**config.mk**
```make
export PLATFORM = sky130hd
export DESIGN_NAME = uart_recv_word64_flat
export DESIGN_NICKNAME = d
export VERILOG_FILES = /design/src/rtl/uart_recv_word64_pkg.sv /design/src/rtl/uart_recv_word64_if.sv /design/src/rtl/uart_recv_word64_rx_byte.sv /design/src/rtl/uart_recv_word64.sv /design/src/flat_wrapper.sv
export SDC_FILE = /design/constraint.sdc
export NUM_CORES = 1
export LEC_CHECK = 0
export BUFFER_PORTS_ARGS = -buffer_cell sky130_fd_sc_hd__buf_2
export CAP_MARGIN = 20
export CORE_MARGIN = 2
export CORE_UTILIZATION = 53
export CTS_CLUSTER_DIAMETER = 200
export DETAILED_ROUTE_END_ITERATION = 8
export HOLD_SLACK_MARGIN = 0.15
export PLACE_DENSITY_LB_ADDON = 0.05
export SKIP_LAST_GASP = 1
export SYNTH_ARGS = -nofsm -noshare
export SYNTH_HDL_FRONTEND = slang
export SYNTH_SLANG_ARGS = --single-unit
export TNS_END_PERCENT = 5
```
**constraint.sdc**
```tcl
create_clock -name sys_clk -period 5.2 [get_ports sys_clk]
set_input_delay 0.26 -clock sys_clk [delete_from_list [all_inputs] [get_ports sys_clk]]
set_output_delay 0.26 -clock sys_clk [all_outputs]
set_load 0.005 [all_outputs]
```
**src/rtl/uart_recv_word64_pkg.sv**
```systemverilog
// Shared UART definitions: byte FSM state encodings and framing constants.
// Used by both the 64-bit receiver and its matching transmitter.
package uart_recv_word64_pkg;

  typedef enum logic [2:0] {
    ST_IDLE  = 3'd0,
    ST_START = 3'd1,
    ST_DATA  = 3'd2,
    ST_STOP  = 3'd3,
    ST_BREAK = 3'd4
  } rx_state_t;

  localparam int BITS_PER_BYTE  = 8;
  localparam int BYTES_PER_WORD = 8;

endpackage

```
**src/rtl/uart_recv_word64_if.sv**
```systemverilog
// Serial input and word-level result signals of the 64-bit UART receiver.
// master: the receiver side; slave: the line driver / word consumer side.
interface uart_recv_word64_if;
  logic        uart_rxd;
  logic        uart_done;
  logic [63:0] uart_data;
  logic        frame_err;
  logic        timeout;

  modport master (
    input  uart_rxd,
    output uart_done, uart_data, frame_err, timeout
  );

  modport slave (
    output uart_rxd,
    input  uart_done, uart_data, frame_err, timeout
  );
endinterface

```
**src/rtl/uart_recv_word64_rx_byte.sv**
```systemverilog
// 8N1 byte receiver: input synchroniser, byte FSM and bit timer.
//
// state    | meaning
// ---------+------------------------------------------------------------
// ST_IDLE  | line idle, waiting for a falling edge on rxd_s
// ST_START | half a bit into the start bit; low = real start, high = glitch
// ST_DATA  | sampling 8 data bits, LSB first, one per bit period
// ST_STOP  | waiting for the mid-stop sample; high = byte done, low = framing error
// ST_BREAK | after a framing error, waiting for the line to return high
//
// byte_valid / byte_ferr are strobes on the cycle of the stop sample so the
// word level can register its pulses one cycle after the deciding sample.
module uart_recv_word64_rx_byte
  import uart_recv_word64_pkg::*;
#(
  parameter int CLKS_PER_BIT = 868,
  parameter int HALF         = 434
) (
  input  logic       sys_clk,
  input  logic       sys_rst_n,
  input  logic       uart_rxd,
  output logic       byte_valid,
  output logic [7:0] byte_data,
  output logic       byte_ferr,
  output logic       line_idle
);

  localparam int TMR_W = $clog2(CLKS_PER_BIT + 1);
  localparam logic [TMR_W-1:0] BIT_LOAD  = TMR_W'(CLKS_PER_BIT - 1);
  localparam logic [TMR_W-1:0] HALF_LOAD = TMR_W'(HALF - 1);
  localparam logic [2:0]       LAST_BIT  = 3'(BITS_PER_BYTE - 1);

  logic [1:0]       sync_q;
  logic             rxd_s;
  logic             rxd_d;
  logic             fall;
  logic             tick;
  rx_state_t        state;
  logic [TMR_W-1:0] bit_tmr;
  logic [2:0]       bit_idx;
  logic [7:0]       shift_q;

  assign rxd_s = sync_q[1];
  assign fall  = rxd_d & ~rxd_s;
  assign tick  = (bit_tmr == '0);

  // Two-flop synchroniser plus one delayed copy for edge detection; idle-high reset.
  always_ff @(posedge sys_clk or negedge sys_rst_n) begin
    if (!sys_rst_n) begin
      sync_q <= 2'b11;
      rxd_d  <= 1'b1;
    end else begin
      sync_q <= {sync_q[0], uart_rxd};
      rxd_d  <= rxd_s;
    end
  end

  // Byte FSM with down-counting bit timer; sampling happens when the timer hits zero.
  always_ff @(posedge sys_clk or negedge sys_rst_n) begin
    if (!sys_rst_n) begin
      state   <= ST_IDLE;
      bit_tmr <= '0;
      bit_idx <= '0;
      shift_q <= '0;
    end else begin
      case (state)
        ST_IDLE: begin
          if (fall) begin
            state   <= ST_START;
            bit_tmr <= HALF_LOAD;
          end
        end
        ST_START: begin
          if (tick) begin
            if (rxd_s) begin
              state <= ST_IDLE;
            end else begin
              state   <= ST_DATA;
              bit_tmr <= BIT_LOAD;
              bit_idx <= '0;
            end
          end else begin
            bit_tmr <= bit_tmr - 1'b1;
          end
        end
        ST_DATA: begin
          if (tick) begin
            shift_q <= {rxd_s, shift_q[7:1]};
            bit_tmr <= BIT_LOAD;
            if (bit_idx == LAST_BIT) state <= ST_STOP;
            else                     bit_idx <= bit_idx + 1'b1;
          end else begin
            bit_tmr <= bit_tmr - 1'b1;
          end
        end
        ST_STOP: begin
          if (tick) state <= rxd_s ? ST_IDLE : ST_BREAK;
          else      bit_tmr <= bit_tmr - 1'b1;
        end
        ST_BREAK: begin
          if (rxd_s) state <= ST_IDLE;
        end
        default: state <= ST_IDLE;
      endcase
    end
  end

  assign byte_valid = (state == ST_STOP) && tick &&  rxd_s;
  assign byte_ferr  = (state == ST_STOP) && tick && !rxd_s;
  assign byte_data  = shift_q;
  // A start edge in this cycle means the FSM is leaving IDLE, so the line is not idle.
  assign line_idle  = (state == ST_IDLE) && !fall;

endmodule

```
**src/rtl/uart_recv_word64.sv**
```systemverilog
// 64-bit UART receiver: packs eight 8N1 bytes (first byte in [63:56]) into a
// word, with framing-error and inter-byte timeout handling.
module uart_recv_word64
  import uart_recv_word64_pkg::*;
#(
  parameter int CLK_FREQ     = 100_000_000,
  parameter int UART_BPS     = 115200,
  parameter int TIMEOUT_BITS = 20
) (
  input  logic               sys_clk,
  input  logic               sys_rst_n,
  uart_recv_word64_if.master bus
);

  localparam int CLKS_PER_BIT = CLK_FREQ / UART_BPS;
  localparam int HALF         = CLKS_PER_BIT / 2;
  localparam int TO_CYCLES    = TIMEOUT_BITS * CLKS_PER_BIT;
  localparam int TO_W         = $clog2(TO_CYCLES + 1);
  localparam logic [TO_W-1:0] TO_LOAD   = TO_W'(TO_CYCLES - 1);
  localparam logic [2:0]      LAST_BYTE = 3'(BYTES_PER_WORD - 1);

  logic            byte_valid;
  logic [7:0]      byte_data;
  logic            byte_ferr;
  logic            line_idle;
  logic [2:0]      byte_cnt;
  logic [63:0]     word_sr;
  logic [63:0]     next_word;
  logic [TO_W-1:0] idle_tmr;
  logic            counting;
  logic            to_hit;
  logic            done_q;
  logic [63:0]     data_q;
  logic            ferr_q;
  logic            to_q;

  uart_recv_word64_rx_byte #(
    .CLKS_PER_BIT (CLKS_PER_BIT),
    .HALF         (HALF)
  ) u_rx_byte (
    .sys_clk    (sys_clk),
    .sys_rst_n  (sys_rst_n),
    .uart_rxd   (bus.uart_rxd),
    .byte_valid (byte_valid),
    .byte_data  (byte_data),
    .byte_ferr  (byte_ferr),
    .line_idle  (line_idle)
  );

  assign next_word = {word_sr[55:0], byte_data};
  assign counting  = line_idle && (byte_cnt != '0);
  assign to_hit    = counting && (idle_tmr == '0);

  // Idle timer: reloads whenever not counting, counts down while a partial word sits idle.
  always_ff @(posedge sys_clk or negedge sys_rst_n) begin
    if (!sys_rst_n)            idle_tmr <= TO_LOAD;
    else if (!counting)        idle_tmr <= TO_LOAD;
    else if (idle_tmr != '0)   idle_tmr <= idle_tmr - 1'b1;
  end

  // Word assembly and registered single-cycle status pulses.
  always_ff @(posedge sys_clk or negedge sys_rst_n) begin
    if (!sys_rst_n) begin
      word_sr  <= '0;
      byte_cnt <= '0;
      data_q   <= '0;
      done_q   <= 1'b0;
      ferr_q   <= 1'b0;
      to_q     <= 1'b0;
    end else begin
      done_q <= 1'b0;
      ferr_q <= 1'b0;
      to_q   <= 1'b0;
      if (byte_valid) begin
        word_sr <= next_word;
        if (byte_cnt == LAST_BYTE) begin
          data_q   <= next_word;
          done_q   <= 1'b1;
          byte_cnt <= '0;
        end else begin
          byte_cnt <= byte_cnt + 1'b1;
        end
      end else if (byte_ferr) begin
        ferr_q   <= 1'b1;
        byte_cnt <= '0;
      end else if (to_hit) begin
        to_q     <= 1'b1;
        byte_cnt <= '0;
      end
    end
  end

  assign bus.uart_done = done_q;
  assign bus.uart_data = data_q;
  assign bus.frame_err = ferr_q;
  assign bus.timeout   = to_q;

endmodule

```
**src/flat_wrapper.sv**
```systemverilog
// flat-port wrapper written by rule: the top's interface ports become plain ports
module uart_recv_word64_flat import uart_recv_word64_pkg::*;
#(
  parameter int CLK_FREQ     = 100_000_000,
  parameter int UART_BPS     = 115200,
  parameter int TIMEOUT_BITS = 20
)
  (sys_clk, sys_rst_n, bus_uart_rxd, bus_uart_done, bus_uart_data, bus_frame_err, bus_timeout);
  uart_recv_word64_if bus_i ();
  input  logic sys_clk;
  input  logic sys_rst_n;
  input wire logic [$bits(bus_i.uart_rxd)-1:0] bus_uart_rxd;
  output wire logic [$bits(bus_i.uart_done)-1:0] bus_uart_done;
  output wire logic [$bits(bus_i.uart_data)-1:0] bus_uart_data;
  output wire logic [$bits(bus_i.frame_err)-1:0] bus_frame_err;
  output wire logic [$bits(bus_i.timeout)-1:0] bus_timeout;
  assign bus_i.uart_rxd = bus_uart_rxd;
  assign bus_uart_done = bus_i.uart_done;
  assign bus_uart_data = bus_i.uart_data;
  assign bus_frame_err = bus_i.frame_err;
  assign bus_timeout = bus_i.timeout;
  uart_recv_word64 #(.CLK_FREQ(CLK_FREQ), .UART_BPS(UART_BPS), .TIMEOUT_BITS(TIMEOUT_BITS)) u_core (.sys_clk(sys_clk), .sys_rst_n(sys_rst_n), .bus(bus_i));
endmodule
```
-- After elaboration in Yosys (flattened, before gate mapping)
Cells that the tools add are included.
- register bits: 168
- output and inout port bits: 67
- word-level logic and storage cells: 90
- $add $sub $neg: 4
- equality and inequality tests: 17
- mux-type cells: 33
- bitwise logic cells: 2
- reductions and logical operators: 21
- operator list (kind ; number):
    two-way mux 10 bit ; 5
    two-way mux 3 bit ; 15
    one-hot mux 10 bit (4 select lines) ; 1
    two-way mux 15 bit ; 2
    inequality test 2 bit (second input constant) ; 10
    zero test 15 bit ; 1
    one-hot mux 3 bit (5 select lines) ; 1
    nonzero test 15 bit ; 1
    subtractor 15 x 1 -> 15 bit (second input constant) ; 1
    zero test 10 bit ; 1
    subtractor 10 x 1 -> 10 bit (second input constant) ; 1
    equality test 3 bit (second input constant) ; 3
    two-way mux 1 bit ; 7
    adder 3 x 1 -> 3 bit (second input constant) ; 2
    equality test 3 x 2 -> 1 bit (second input constant) ; 2
    logical AND 1 bit ; 6
    one-hot mux 3 bit (2 select lines) ; 1
    AND reduction 6 bit ; 1
    nonzero test 3 bit ; 2
    AND reduction 5 bit ; 1
    AND reduction 2 bit ; 2
    AND reduction 4 bit ; 1
    nonzero test 4 bit ; 1
    equality test 3 x 1 -> 1 bit (second input constant) ; 1
    7 further kinds ; 8

-- Longest topological paths before layout
Gate-level depths: netlist of run 1.
- depth after elaboration: 9
- mapped depth: 8

-- Cells and area by module
From an unflattened synthesis of run 1, not the netlist that was laid out.
- cell total of the unflattened synthesis: 512
- area, all modules: 6947.9 um^2
- modules (own cells, without submodules) (module ; times used ; cells each ; area each (um^2) ; seq. area each (um^2)):
    uart_recv_word64 ; 1 ; 370 ; 5529.1 ; 3539.6
    uart_recv_word64_rx_byte ; 1 ; 142 ; 1418.9 ; 679.4

-- Worst setup path after synthesis of run 1
Ideal clock, no wire load.
- kind: reg-to-reg
- from: reg u_core.u_rx_byte.bit_tmr[0]
- to: reg u_core.data_q[15], in the netlist u_core.bus.uart_data[15]
- library setup time: 125 ps
- data arrival time: 2238 ps
- slack: 2837 ps
- cell stages (with the launch flop): 9
- cell sequence: dfrtp_1 > inv_1 > ha_1 > or4b_4 > nor4_4 > and3_1 > buf_4 > buf_6 > mux2_2
- cells in the longest elaborated chain, start to end: 4
- RTL lines (element ; RTL line ; text):
    start, declared ; uart_recv_word64_rx_byte.sv:39 ; logic [TMR_W-1:0] bit_tmr;
    start signal, assigned ; uart_recv_word64_rx_byte.sv:83 ; bit_tmr <= bit_tmr - 1'b1;
    start signal, assigned ; uart_recv_word64_rx_byte.sv:93 ; bit_tmr <= bit_tmr - 1'b1;
    start signal, assigned ; uart_recv_word64_rx_byte.sv:98 ; else bit_tmr <= bit_tmr - 1'b1;
    zero test 10 bit ; uart_recv_word64_rx_byte.sv:45 ; assign tick = (bit_tmr == '0);
    logical AND 1 bit (2 in a row) ; uart_recv_word64_rx_byte.sv:108 ; assign byte_valid = (state == ST_STOP) && tick && rxd_s;
    AND reduction 2 bit (no source line) ; -- ;
    end signal, assigned ; uart_recv_word64.sv:77 ; data_q <= next_word;
    end, declared ; uart_recv_word64.sv:33 ; logic [63:0] data_q;
No other way between the ends.
A chain may end at the register's enable or synchronous reset.

-- Worst setup path in the final report of run 1
- from: reg u_core.u_rx_byte.bit_tmr[0]
- to: reg u_core.data_q[23], in the netlist u_core.bus.uart_data[23]
Same word-level chain as after synthesis.

==> results of run 1 <==
worst paths after layout:
path,from,to,cells after the start
worst max-delay path,u_core.u_rx_byte.bit_tmr[0]$_DFFE_PN0P_,u_core.bus.uart_data[23]$_DFFE_PN0P_,7
min in group asynchronous,sys_rst_n,u_core.word_sr[43]$_DFFE_PN0P_,2
worst min-delay path,u_core.u_rx_byte.sync_q[0]$_DFF_PN1_,u_core.u_rx_byte.sync_q[1]$_DFF_PN1_,0
worst max register to register,u_core.u_rx_byte.bit_tmr[0]$_DFFE_PN0P_,u_core.bus.uart_data[23]$_DFFE_PN0P_,7
max in group asynchronous,sys_rst_n,u_core.word_sr[35]$_DFFE_PN0P_,3
worst min register to register,u_core.u_rx_byte.sync_q[0]$_DFF_PN1_,u_core.u_rx_byte.sync_q[1]$_DFF_PN1_,0
final cells by class:
type                            count  share of cell area (%)
Sequential cell                   168                   52.17
Clock buffer                       21                   5.694
Timing Repair Buffer               75                   4.967
Multi-Input combinational cell    296                   32.35
Clock inverter                     10                   1.485
Inverter                           13                  0.6034
Tap cell                          176                   2.723
per-stage QoR:
stage	hold slack, ns	worst slack (ns)	cell area (µm²)	instances
after global placement	0.3461	1.821	7486	726
after CTS	0.3563	1.734	8087	759
after detailed placement	0.3475	1.733	7486	726
final	0.3550	1.774	8087	759
after floorplan	-0.03559	2.837	7038	501
after global routing	0.3615	1.558	8087	759
Yosys cell counts, types with 6 or more instances:
cell / n
dfstp_2: 12
buf_6: 8
inv_1: 13
o31ai_1: 9
or3_1: 7
ha_1: 7
nand2_1: 8
nor2_1: 17
o21ai_0: 12
clkbuf_1: 12
dfrtp_1: 156
nand3_1: 10
a21oi_1: 8
mux2_2: 130
nand2b_1: 6
registers in the layout, indices dropped and copies added (netlist names):
| register | cells |
|---|---|
| u_core.bus.uart_done | 1 |
| u_core.byte_cnt | 3 |
| u_core.bus.frame_err | 1 |
| u_core.bus.uart_data | 64 |
| u_core.u_rx_byte.rxd_d | 1 |
| u_core.bus.timeout | 1 |
| u_core.u_rx_byte.byte_data | 8 |
| u_core.idle_tmr | 15 |
| u_core.u_rx_byte.sync_q | 2 |
| u_core.u_rx_byte.state | 3 |
| u_core.word_sr | 56 |
| u_core.u_rx_byte.bit_idx | 3 |
| u_core.u_rx_byte.bit_tmr | 10 |
where the power goes:
| group | total (mW) | switching (mW) | internal (mW) |
|---|---|---|---|
| clock | 1.23 | 0.502 | 0.732 |
| sequential | 1.40 | 0.0492 | 1.35 |
| combinational | 0.193 | 0.117 | 0.0752 |
| total | 2.82 | 0.668 | 2.15 |
per-layer routing:
metal / track usage [%] / wire (µm) / vias up
met1: 26.96 / 5962 / 2202
met5: 0 / 0 / -
met2: 28.20 / 5907 / 109
met4: 7.515 / 217 / 0
met3: 5.364 / 645 / 21
li1: - / - / 1989
logic make-up (layout without fill, tap and decap cells):
logic type                 count (synthesis)  in the layout  share of synthesized area, %
xor gates and xnor gates                   3              3                        0.3734
DFF                                      168            168                         59.95
and+or+nand+nor                           89             89                         7.733
AOI/OAI and AO/OA                         63             63                         6.400
adders and majority gates                  7              7                         1.244
buffers and inverters                     37            119                         2.933
muxes                                    134            134                         21.37
repair_timing:
action | CTS | global route
hold buffers | 2 | 0
hold endpoints to repair | 94 | 0
setup buffers | 0 | 0
==> impl_metrics.tcl, run 1 <==
set metrics [dict create \
    status "finished clean" \
    cp_slowest_cell "and3_2" \
    grt_antenna_before_repair 0 \
    yosys-top-cells-area "dfrtp_1, mux2_2, dfstp_2" \
    reg2reg_setup_slack_ns 1.77 \
    viasPerCell 5.693 \
    synth_nets 511 \
    synthFlopType "dfrtp_1" \
    yosysSeqAreaShare_pct 59.95 \
    ys_warn_count 0 \
    final.min_clock_period_ns 3.426 \
    grt.total_usage_pct 19.10 \
    tritoncts "done" \
    slew_headroom_pct 35.16 \
    cts.clk_slew.worst_paths_ns 0.06 \
    setup_viol 0 \
    post-synth-top-area-cell "dfrtp_1" \
    synth_area_um2 7038 \
    nNetsFinal 581 \
    cts_max_path_buffers 2 \
    hold_viol_final 0 \
    ios 70 \
    worst_setup_path_start_kind "register" \
    start_util_pct 53.79 \
    ctsRootBufferMaster "clkbuf_16" \
    die_h_um 119.2 \
    syn_inst 501 \
    critical_path.max_stage_delay_ns 0.89 \
    grt_max_degree 105 \
    crit_type "register to register" \
    ir_drop_uv 280.2 \
    synth_enable_flop_cells 0 \
    p_per_area_nw_per_um2 349.1 \
    hold_class "register to register" \
    fin_skew_ns 0.008119 \
    drive_above_1_share_pct 44.25 \
    drv_cap 0 \
    post-route-drc-count 0 \
    first_iter_violations 230 \
    yosysTopAreaCellShare_pct 55.47 \
    seq_area_um2 4219 \
    clock_latency_ns 0.43 \
    synth_seq_cells 168 \
    most-common-layout-cells "dfrtp_1, mux2_2, buf_2" \
    firstDrtPassIters 5 \
    critPathArrivalTime_ns 3.73 \
    die_w_um 119.2 \
    grt.overflow.total 0 \
    coreArea_um2 13090 \
    drv_slew 0 \
    cp_max_fo 42 \
    async_reset_ff_share_pct 100.0 \
    rsz0062_at_grt "no" \
    numCtsBuffers 17 \
    avgSynthCellArea_um2 14.05 \
    avgRoutedWirePerCell_um 16.78 \
    crit_chain "inv_1 > ha_1 > or4b_4 > nor4_4 > and3_2 > buf_4 > mux2_2" \
    num_rows 42 \
    p_leak_nw 4.102 \
    critPathCaptureType "register" \
    n_antenna_cell 0 \
    port_buffers 69 \
    syn_to_final_growth_pct 14.90 \
    clock-sinks 168 \
    multi_input_area_um2 2616 \
    cts_resized 0 \
    vias 4321 \
    critPathRequiredTime_ns 5.51 \
    tightest_slew_ns 0.9726 \
    yosysUniqueCellTypes 55 \
    worst-path-buf-inv 2 \
    grt_first_pass_wirelength_mm 21.36 \
    ant_nets 0 \
    fillers 1049 \
    drt-total-wl_mm 12.73 \
    setup-tns-final_ns 0 \
    max_freq_mhz 291.9 \
    crit_family "simple AND/OR/NAND/NOR gates" \
    fin_crit_sh_pct 65.88 \
    postLayoutCoreUtil_pct 61.80 \
    p_total_mw 2.823 \
    die_area_um2 14220 \
    htreeDepth 4 \
    layout_commonest_cell "dfrtp_1" \
    routabilityCongestion 0.8077 \
    place_hpwl_mm 8.176 \
    grt_pass1_vias 4169 \
]
Note: power is estimated with default switching activity, not from simulation.
==> run 2: changes to the inputs <==
ABC_AREA = 1   (was unset)
clock period = 2.85 ns   (was 5.2 ns; I/O delays follow)
==> run 2 against run 1 <==
Net effect:
- sequential power rose by 81%
- first-iteration DRC count is 130% higher
- sequential share of layout area fell by 1.6 points
- critical path depth is 2 higher
- global-route usage rose by 3.9 points
- design area rose by 3.2%
- flip-flop and latch count unchanged
- largest cell class unchanged
==> impl_metrics.tcl, run 2 <==
set metrics [dict create \
    p_per_area_nw_per_um2 638.5 \
    critPathCaptureType "register" \
    largest_register_ffs 64 \
    hold_class "input pin to asynchronous set/reset pin" \
    max_freq_mhz 456.0 \
    grt_antenna_before_repair 0 \
    setup-tns-final_ns 0 \
    grt.overflow.total 0 \
    numCtsBuffers 17 \
    async_reset_ff_share_pct 100.0 \
    cp_max_fo 106 \
    num_rows 42 \
    r2r_start "u_core.u_rx_byte.bit_tmr[0]$_DFFE_PN0P_" \
    holdBufCountCts 2 \
    dpl_cell_area_um2 7732 \
    drv_slew 0 \
    post-synth-top-count-cell "nand2_1" \
    yosys-top-cells-count "nand2_1, dfrtp_1, o21ai_0" \
    whs_ns 0.2624 \
    yosysUniqueCellTypes 33 \
    reg2reg_setup_slack_ns 0.66 \
    r2r-end "u_core.bus.uart_data[49]$_DFFE_PN0P_" \
    synth_enable_flop_cells 0 \
    crit_family "buffers and inverters" \
    most-common-layout-cells "nand2_1, dfrtp_1, o21ai_0" \
    slew_headroom_pct 59.96 \
    p_leak_nw 4.689 \
    worst-path-buf-inv 3 \
    rsz0062_at_grt "no" \
    setup_viol 0 \
    coreArea_um2 13300 \
    critPathRequiredTime_ns 3.15 \
    critPathArrivalTime_ns 2.50 \
    place_hpwl_mm 10.36 \
    avgRoutedWirePerCell_um 14.03 \
    critical_path.max_stage_delay_ns 0.40 \
    hold_viol_final 0 \
    htreeDepth 4 \
    port_buffers 69 \
    tightest_slew_ns 0.6006 \
    synth_nets 857 \
    routabilityCongestion 0.8337 \
    drv_cap 0 \
    startpoint "u_core.u_rx_byte.bit_tmr[0]$_DFFE_PN0P_" \
    fin_skew_ns 0.006069 \
    yosysSeqAreaShare_pct 58.09 \
    post-route-drc-count 0 \
    die_h_um 121.1 \
    viasPerCell 5.163 \
    worst_setup_path_start_kind "register" \
    fillers 1148 \
    reg2reg_depth 9 \
    syn_inst 847 \
    crit_chain "inv_1 > ha_1 > nand3_2 > nor2_4 > nand3_4 > buf_4 > buf_16 > o21ai_0 > nand2_1" \
    cts_resized 0 \
    ctsRootBufferMaster "clkbuf_16" \
    post-place-ws_ns 0.5517 \
    ys_warn_count 0 \
    clock-sinks 168 \
    setup_ws_ns 0.6568 \
    status "finished clean" \
    path_depth 9 \
    grt_first_pass_wirelength_mm 26.91 \
    vias 5700 \
    firstDrtPassIters 5 \
    yosysTopAreaCellShare_pct 53.75 \
    yosys-top-cells-area "dfrtp_1, nand2_1, o21ai_0" \
    post-synth-top-area-cell "dfrtp_1" \
    final_area_um2 8343 \
    drt-total-wl_mm 15.49 \
    synth_area_um2 7263 \
    endpoint "u_core.bus.uart_data[49]$_DFFE_PN0P_" \
    grt_pass1_vias 5645 \
    nNetsFinal 925 \
    post-cts-setup-buffer-count 0 \
    clock_latency_ns 0.42 \
    n_antenna_cell 0 \
    cp_slowest_cell "dfrtp_1" \
    ir_drop_uv 460.9 \
    synth_seq_cells 168 \
    avgSynthCellArea_um2 8.575 \
    cts_max_path_buffers 2 \
    layout_commonest_cell "nand2_1" \
    tritoncts "done" \
    fin_crit_sh_pct 76.95 \
    start_util_pct 54.63 \
    die_area_um2 14660 \
    grt.total_usage_pct 23.01 \
    multi_input_area_um2 2629 \
    crit_type "register to register" \
    seq_area_um2 4219 \
    synthFlopType "dfrtp_1" \
    ios 70 \
    ant_nets 0 \
    first_iter_violations 529 \
    grt_max_degree 126 \
    cts.clk_slew.worst_paths_ns 0.06 \
    die_w_um 121.1 \
    drive_above_1_share_pct 14.98 \
    final.min_clock_period_ns 2.193 \
    syn_to_final_growth_pct 14.87 \
]
[run 2: cell count changes after synthesis, sizes merged, moves of 7 or more]
cell / change
o31ai: -9
nand3: +26
mux2: -130
inv: +36
or3: -7
nor2: +38
nand2: +358
o21ai: +87
[run 2: worst min-delay path by stage]
stage	from	endpoint	slack, ns
2_1_floorplan	sys_rst_n	u_core.bus.frame_err$_DFF_PN0_	-0.15
3_3_place_gp	sys_rst_n	u_core.u_rx_byte.state[2]$_DFFE_PN0P_	0.16
3_5_place_dp	sys_rst_n	u_core.idle_tmr[11]$_DFFE_PN0P_	0.17
4_1_cts	sys_rst_n	u_core.word_sr[45]$_DFFE_PN0P_	0.30
5_1_grt	sys_rst_n	u_core.word_sr[54]$_DFFE_PN0P_	0.32
6_report	sys_rst_n	u_core.idle_tmr[11]$_DFFE_PN0P_	0.26
[run 2: worst register-to-register path, stage by stage, from the launching register on]
cell	delay, ns
dfrtp_1	0.40
inv_1	0.15
ha_1	0.25
nand3_2	0.15
nor2_4	0.17
nand3_4	0.11
buf_4	0.23
buf_16	0.26
o21ai_0	0.29
nand2_1	0.07
[run 2: cell families after synthesis]
family | Yosys count | synth area share [%]
buf+inv | 83 | 5.719
xor+xnor | 7 | 0.8441
compound gates | 113 | 8.131
flops | 168 | 58.09
simple gates | 469 | 26.01
fa+ha+maj | 7 | 1.206
[run 2: stage by stage]
stage	utilization, %	instances	total power, mW
3_5_place_dp	58.16	1069	3.198
3_3_place_gp	58.16	1069	3.184
4_1_cts	62.54	1103	5.363
2_1_floorplan	-	847	3.011
6_report	62.75	1104	5.327
5_1_grt	62.75	1104	5.592
[run 2: routing by layer]
layer	share of wire [%]	vias to the layer above	wire length [µm]	global-route usage, %
met5	0	-	0	0
met4	1.2	0	192	8.212
met3	4.3	14	659	4.605
met2	46	127	7166	34.87
met1	48	2740	7473	33.09
li1	-	2819	-	-
[run 2: cell type report]
| cell class | count | area share (%) |
|---|---|---|
| tap | 176 | 2.639 |
| clock inverter | 8 | 0.7349 |
| timing repair buffer | 82 | 6.284 |
| multi-input combinational | 596 | 31.51 |
| inverter | 50 | 2.250 |
| sequential | 168 | 50.57 |
| clock buffer | 24 | 6.014 |
[run 2: report_power, final]
group          switching (mW)  internal, mW
combinational           0.433         0.188
clock                   0.923          1.24
sequential             0.0834          2.46
